File: src/rtl/sipo_pkg.sv
// Shared types and sizing helpers for the sipo_deser serial receiver.
package sipo_pkg;

    typedef enum logic [1:0] {
        IDLE  = 2'd0,
        SHIFT = 2'd1,
        PAR   = 2'd2
    } state_e;

    localparam int SIPO_MAX_WIDTH = 16;

    function automatic int cnt_width(input int w);
        return $clog2(w + 1);
    endfunction

endpackage

File: src/rtl/sipo_bitcnt.sv
// Received-bit counter: load-1 on word start, increment per data bit, clear on completion.
// term_o flags that the current increment is the one that reaches WIDTH.
module sipo_bitcnt
    import sipo_pkg::*;
#(
    parameter int WIDTH = 4
) (
    input  logic clk,
    input  logic clr,
    input  logic load1_i,
    input  logic zero_i,
    input  logic inc_i,
    output logic term_o
);

    localparam int CW = cnt_width(WIDTH);

    logic [CW-1:0] cnt_q;
    logic [CW-1:0] cnt_d;

    // Restart wins over completion, completion wins over a plain increment.
    always_comb begin
        cnt_d = cnt_q;
        if (load1_i) begin
            cnt_d = CW'(1);
        end else if (zero_i) begin
            cnt_d = '0;
        end else if (inc_i && (cnt_q != CW'(WIDTH))) begin
            cnt_d = cnt_q + CW'(1);
        end
    end

    always_ff @(posedge clk or negedge clr) begin
        if (!clr) begin
            cnt_q <= '0;
        end else begin
            cnt_q <= cnt_d;
        end
    end

    assign term_o = inc_i && (cnt_q == CW'(WIDTH - 1));

endmodule

File: src/rtl/sipo_deser.sv
// Serial-in/parallel-out receiver: MSB-first WIDTH-bit words framed by sof, valid/ready output, sticky ovf.
// Build with SIPO_PARITY_EN defined to expect a trailing even-parity bit per word and drive perr.
module sipo_deser
    import sipo_pkg::*;
#(
    parameter int WIDTH = 4
) (
    input  logic             clk,
    input  logic             clr,
    input  logic             sin,
    input  logic             sin_valid,
    input  logic             sin_sof,
    input  logic             rdy,
    input  logic             ovf_clr,
    output logic [WIDTH-1:0] q,
    output logic             v,
    output logic             perr,
    output logic             ovf,
    output logic             busy
);

    state_e           state_q;
    logic [WIDTH-1:0] sr_q;
    logic [WIDTH-1:0] q_q;
    logic             v_q;
    logic             ovf_q;
    logic             busy_q;

    logic             restart;
    logic             shift_en;
    logic             term;
    logic             done;
    logic             drop;
    logic [WIDTH-1:0] sr_shift;
    logic [WIDTH-1:0] word;

    assign restart  = sin_valid && sin_sof;
    assign shift_en = sin_valid && !sin_sof && (state_q == SHIFT);
    assign sr_shift = {sr_q[WIDTH-2:0], sin};

`ifdef SIPO_PARITY_EN
    logic par_en;
    logic perr_q;

    assign par_en = sin_valid && !sin_sof && (state_q == PAR);
    assign done   = par_en;
    assign word   = sr_q;
    assign perr   = perr_q;
`else
    assign done   = shift_en && term;
    assign word   = sr_shift;
    assign perr   = 1'b0;
`endif

    // A word finishing while the previous one is still held and not taken is lost.
    assign drop = done && v_q && !rdy;

    sipo_bitcnt #(
        .WIDTH (WIDTH)
    ) u_bitcnt (
        .clk     (clk),
        .clr     (clr),
        .load1_i (restart),
        .zero_i  (done),
        .inc_i   (shift_en),
        .term_o  (term)
    );

    always_ff @(posedge clk or negedge clr) begin
        if (!clr) begin
            state_q <= IDLE;
            sr_q    <= '0;
            q_q     <= '0;
            v_q     <= 1'b0;
            ovf_q   <= 1'b0;
            busy_q  <= 1'b0;
`ifdef SIPO_PARITY_EN
            perr_q  <= 1'b0;
`endif
        end else begin
            if (restart) begin
                state_q <= SHIFT;
                busy_q  <= 1'b1;
                sr_q    <= WIDTH'(sin);
            end else if (shift_en) begin
                sr_q <= sr_shift;
                if (term) begin
`ifdef SIPO_PARITY_EN
                    state_q <= PAR;
                    busy_q  <= 1'b1;
`else
                    state_q <= IDLE;
                    busy_q  <= 1'b0;
`endif
                end
`ifdef SIPO_PARITY_EN
            end else if (par_en) begin
                state_q <= IDLE;
                busy_q  <= 1'b0;
`endif
            end

            if (done) begin
                if (!drop) begin
                    q_q <= word;
                    v_q <= 1'b1;
`ifdef SIPO_PARITY_EN
                    perr_q <= (^sr_q) ^ sin;
`endif
                end
            end else if (v_q && rdy) begin
                v_q <= 1'b0;
            end

            if (drop) begin
                ovf_q <= 1'b1;
            end else if (ovf_clr) begin
                ovf_q <= 1'b0;
            end
        end
    end

    assign q    = q_q;
    assign v    = v_q;
    assign ovf  = ovf_q;
    assign busy = busy_q;

endmodule

File: config.mk
export PLATFORM = sky130hd
export DESIGN_NAME = sipo_deser
export DESIGN_NICKNAME = d
export VERILOG_FILES = /design/src/rtl/sipo_pkg.sv /design/src/rtl/sipo_bitcnt.sv /design/src/rtl/sipo_deser.sv
export SDC_FILE = /design/constraint.sdc
export NUM_CORES = 1
export LEC_CHECK = 0
export BUFFER_PORTS_ARGS = -buffer_cell sky130_fd_sc_hd__buf_2
export CAP_MARGIN = 20
export CORE_UTILIZATION = 36
export CTS_CLUSTER_DIAMETER = 50
export CTS_CLUSTER_SIZE = 8
export DETAILED_ROUTE_END_ITERATION = 6
export GPL_ROUTABILITY_DRIVEN = 0
export MAX_ROUTING_LAYER = met4
export SETUP_SLACK_MARGIN = 0.05
export SLEW_MARGIN = 20
export SYNTH_ARGS = -nofsm -noshare
export SYNTH_HDL_FRONTEND = slang
export SYNTH_HIERARCHICAL = 1
export SYNTH_SLANG_ARGS = --single-unit
File: constraint.sdc
create_clock -name clk -period 1.6 [get_ports clk]
set_input_delay 0.16 -clock clk [delete_from_list [all_inputs] [get_ports clk]]
set_output_delay 0.16 -clock clk [all_outputs]
set_load 0.05 [all_outputs]
== After elaboration in Yosys (flattened, before gate mapping) ==
Cells that the tools add are included.
Widths: inputs -> output; s select.

* Memories: 0
* Bits in registers: 15
* Bits in latches: 0
* Memory bits (read-only): 0
* Bits in writable memories: 0

* Multiply operators: 0
* Equal/unequal tests: 4
* Reduce and logical (&&, ||, !) cells: 19
* Multiplexer cells: 16
* $lt $le $gt $ge: 0
* Shift-type cells: 0
* Bitwise gates (word level): 1
* $add $sub $neg: 1
* Div/mod/pow operators: 0

{| class="wikitable"
|+ Operators with widths
! operator !! count
|-
| $mux 3 || 5
|-
| $logic_and 1x1->1 || 9
|-
| $mux 1 || 8
|-
| $reduce_bool 2->1 || 4
|-
| $mux 2 || 3
|-
| $reduce_and 2->1 || 3
|-
| $add 3x1->3 const B || 1
|-
| $eq 3x2->1 const B || 1
|-
| $ne 3x3->1 const B || 1
|-
| $reduce_bool 3->1 || 1
|-
| $eq 2x1->1 const B || 1
|-
| $logic_not 1->1 || 2
|-
| $ne 2x2->1 const B || 1
|-
| $not 1->1 || 1
|}

== Depth between registers and ports, before layout ==
* Depth after elaboration: 9
* Depth in mapped cells: 6

== Cells and area by module ==
The synthesis kept the hierarchy.

{| class="wikitable"
|+ Modules (own cells, without submodules)
! module !! sequential area each (um2) !! area each (um2) !! cells each !! times used
|-
| sipo_deser || 250.2 || 436.7 || 37 || 1
|-
| sipo_bitcnt || 75.1 || 203.9 || 17 || 1
|}

== Worst setup path before layout ==
No wires, ideal clock.

* Kind: register to register
* Start: reg busy (netlist name)
* End: reg q_q[0], in the netlist q[0]
* Stages on the path, launching flop included: 7
* Required time: 1475 ps
* Path buffers: 1
* Arrival: 1923 ps
* Setup time: 125 ps
* Period minus slack after synthesis: 2048 ps
* Path slack: -448 ps
* Cells stage by stage: dfrtp_1 > and3b_1 > clkbuf_1 > and2_1 > nand4b_4 > nor2b_4 > mux2_2

{| class="wikitable"
|+ RTL lines
! what !! RTL line !! text
|-
| to (signal assigned) || sipo_deser.sv:105 || <nowiki>q_q <= word;</nowiki>
|-
| to (decl) || sipo_deser.sv:24 || <nowiki>logic [WIDTH-1:0] q_q;</nowiki>
|}

== Worst setup path after layout ==
* Start: reg u_bitcnt.cnt_q[1]
* End: reg q_q[3], in the netlist q[3]

* Cells in the longest elaborated chain, start to end: 7

{| class="wikitable"
|+ RTL lines
! what !! RTL line !! text
|-
| from (decl) || sipo_bitcnt.sv:18 || <nowiki>logic [CW-1:0] cnt_q;</nowiki>
|-
| from (signal assigned) || sipo_bitcnt.sv:37 || <nowiki>cnt_q <= cnt_d;</nowiki>
|-
| $eq 3x2->1 * || sipo_bitcnt.sv:41 || <nowiki>assign term_o = inc_i && (cnt_q == CW'(WIDTH - 1));</nowiki>
|-
| $logic_and 1x1->1 * || sipo_bitcnt.sv:41 ||
|-
| named net term || sipo_deser.sv:31 || <nowiki>logic term;</nowiki>
|-
| $logic_and 1x1->1 * || sipo_deser.sv:50 || <nowiki>assign done = shift_en && term;</nowiki>
|-
| $logic_and 1x1->1 (2 in a row) || sipo_deser.sv:56 || <nowiki>assign drop = done && v_q && !rdy;</nowiki>
|-
| $not 1->1 (no source line) || -- ||
|-
| $reduce_and 2->1 (no source line) * || -- ||
|}

Mark *: on every way through the listed nets, which the timed path passes. The rest lies on a longest branch.
A chain may end at the register's enable or synchronous reset.

==> results.cfg <==
[synthesis]
muxShareOfSynthArea = 0.1035
synth_simple_gate_area_frac = 0.1602
synth_top_family_by_area = simple AND/OR/NAND/NOR gates
yosysSeqAreaShare = 0.5078
synth-compound-area-share = 0.09766
syn-num-nets = 64
syn_area_um2 = 640.6
ys_ff_latch = 13
netlist_instances = 54
yosys_warnings = 6
yosysUniqueCellTypes = 22
synthAdderAreaFrac = 0.05859
syn_area_per_cell_um2 = 11.86
synthTopCellsByArea = dfrtp_1 (51%), mux2_2 (8.8%), ha_1 (5.9%)
netlist.area_leader.share = 0.5078
synth_xor_area_frac = 0.01367
yosysTopAreaCell = dfrtp_1

[hold_path]
hold_class = in2reg

[power_and_ir_drop]
swShare = 0.3788
pwr-share-comb = 0.441
power.share.clock = 0.171
seq_power_share = 0.388
p_total_mw = 1.170
power.leakage_nw = 0.4525
power_density_nw_per_um2 = 1338
irDropWorstVdd_mv = 0.8006
switching_power_uw = 443.3
p_int_uw = 727.0

[global_route]
antenna_found_initial = 0
grt_usage = 0.1514
grt_pass1_vias = 454
grt_pass1_wl_um = 2007
grt_remaining_overflow = 0
grt_max_degree = 14

[layout]
layout_commonest_cell = buf_2
fill_cells = 144
final_cell_mix = buf_2 (13), dfrtp_1 (12), buf_4 (9), nand2_1 (8), inv_1 (6)
final_util = 0.5548
area_delta_synth_final_pct = 36.52
instances_no_fill = 95
antennaDiodeCount = 0
drive_gt1_frac = 0.4937
nets = 90

[drt]
drt_iter0_drc = 4
via_per_inst = 4.768
wirelength_um = 1248
wl_per_cell_um = 13.14
drc = 0
dr.pass1.iters = 2
ant_nets = 0
vias = 453

[timing]
hold_violations = 0
fmax_mhz = 631.9
period_share = 0.9891
skew_ps = 4.495
finalMaxSlewViolations = 0
rsz0062_at_grt = true
period_needed_ps = 1583
setup_viol = 0

[floorplanning]
core_um2 = 1577
row_count = 14
io_pins = 15
die_w_um = 44.19
initial_core_util = 0.4063
dieHeight_um = 44.19
die_area_um2 = 1952

[worst_setup_path]
cp-end-kind = register
required_ps = 1760
cp_max_fo = 4
arrival_ps = 1740
worst-setup-path-type = reg2reg
worstSetupStartpointType = register

[clock_tree]
clock-root-buffer = clkbuf_4
clock_latency_ps = 270
clk_pin_slew_ps = 80
cts_tree = done
cts_buffer_depth = 2
htree_levels = 1
cts_made_buffers = 3
cts.sinks = 13

[status]
outcome = completed

[placement]
dp_hpwl_um = 858
dp_cells = 85
numPortBuffers = 13

[job]
maxCapViolations = 0
==> cells in the mapped netlist <==
master	count
o21ai_0	3
buf_4	1
and2_1	1
and3b_1	1
nor2b_4	1
nor2_1	1
o21bai_1	1
conb_1	1
o22ai_1	1
a2111oi_2	1
mux2_2	5
dfrtp_1	13
xnor2_1	1
inv_1	6
mux2i_1	1
clkbuf_1	1
a21boi_4	1
nand2_1	8
ha_1	3
nor3_2	1
nand4b_4	1
nand2b_1	1
==> final timing paths <==
path	startpoint	slack (ps)	cells after the start	end
setup / recovery	u_bitcnt/cnt_q[1]	20	6	q[3]
hold reg to reg	sr_q[1]	510	2	sr_q[2]
setup reg to reg	u_bitcnt/cnt_q[1]	20	6	q[3]
min in group asynchronous	clr	290	2	sr_q[2]
max in group asynchronous	clr	1060	2	busy
hold / removal	ovf_clr	80	2	ovf
==> repair_timing <==
item                                   in CTS  in global routing
hold buffers                                1                  0
setup endpoints to repair                   5                  5
resized for setup                           4                  5
endpoints found under the hold margin      13                  0
setup buffers                               4                  1
pin swaps                                   0                  2
==> cell families (layout without fill, tap and decap cells) <==
| group | Yosys count | count (layout) |
|---|---|---|
| AOI/OAI and AO/OA | 7 | 7 |
| muxes | 6 | 6 |
| buffers and inverters | 8 | 33 |
| and+or+nand+nor | 15 | 15 |
| other | 1 | 1 |
| xor gates and xnor gates | 1 | 1 |
| adders and majority gates | 3 | 3 |
| DFF | 13 | 13 |
==> worst max-delay path, stage by stage (launching register included) <==
cell and delay (ps):
dfrtp_1 410, ha_4 160, ha_4 120, and2_4 140
nand4b_4 110, nor2b_4 210, mux2_4 320
==> sequential cells by signal (all words and copies together), names as in the netlist <==
name,flops
q,4
busy,1
sr_q,3
ovf,1
u_bitcnt/cnt_q,3
v,1
==> final cells by class <==
class,count,area (um2),area share
sequential,13,326.6,0.3734
inverter,6,22.52,0.02575
clock buffer,4,26.28,0.03004
tap,16,20.02,0.02289
multi-input combinational,33,336.6,0.3848
timing repair buffer,23,142.6,0.1631
==> per-stage QoR <==
stage	hold slack (ps)	setup slack (ps)	cell area (um2)	TNS [ps]
3_5_place_dp	64.90	22.82	748.2	0
3_3_place_gp	63.87	32.75	748.2	0
5_1_grt	57.30	-55.90	874.6	-211.4
6_report	79.61	17.39	874.6	0
2_1_floorplan	-135.6	-178.0	645.6	-711.5
4_1_cts	66.18	20.46	829.5	0
==> metal layers <==
layer,track usage,vias to the layer above,wire (um)
met1,0.1736,220,560
met3,0.06122,2,26
li1,-,224,-
met4,0.07273,0,18
met2,0.2294,7,643
met5,-,-,0
==> power groups by stage <==
| stage | Combinational [mW] | Sequential (mW) | Clock [mW] |
|---|---|---|---|
| floorplan | 0.173 | 0.580 | 0 |
| global placement | 0.418 | 0.448 | 0 |
| detailed placement | 0.414 | 0.452 | 0 |
| CTS | 0.462 | 0.444 | 0.211 |
| global route | 0.556 | 0.461 | 0.223 |
| finish | 0.516 | 0.454 | 0.200 |
Note: power is estimated with default switching activity, not from simulation.
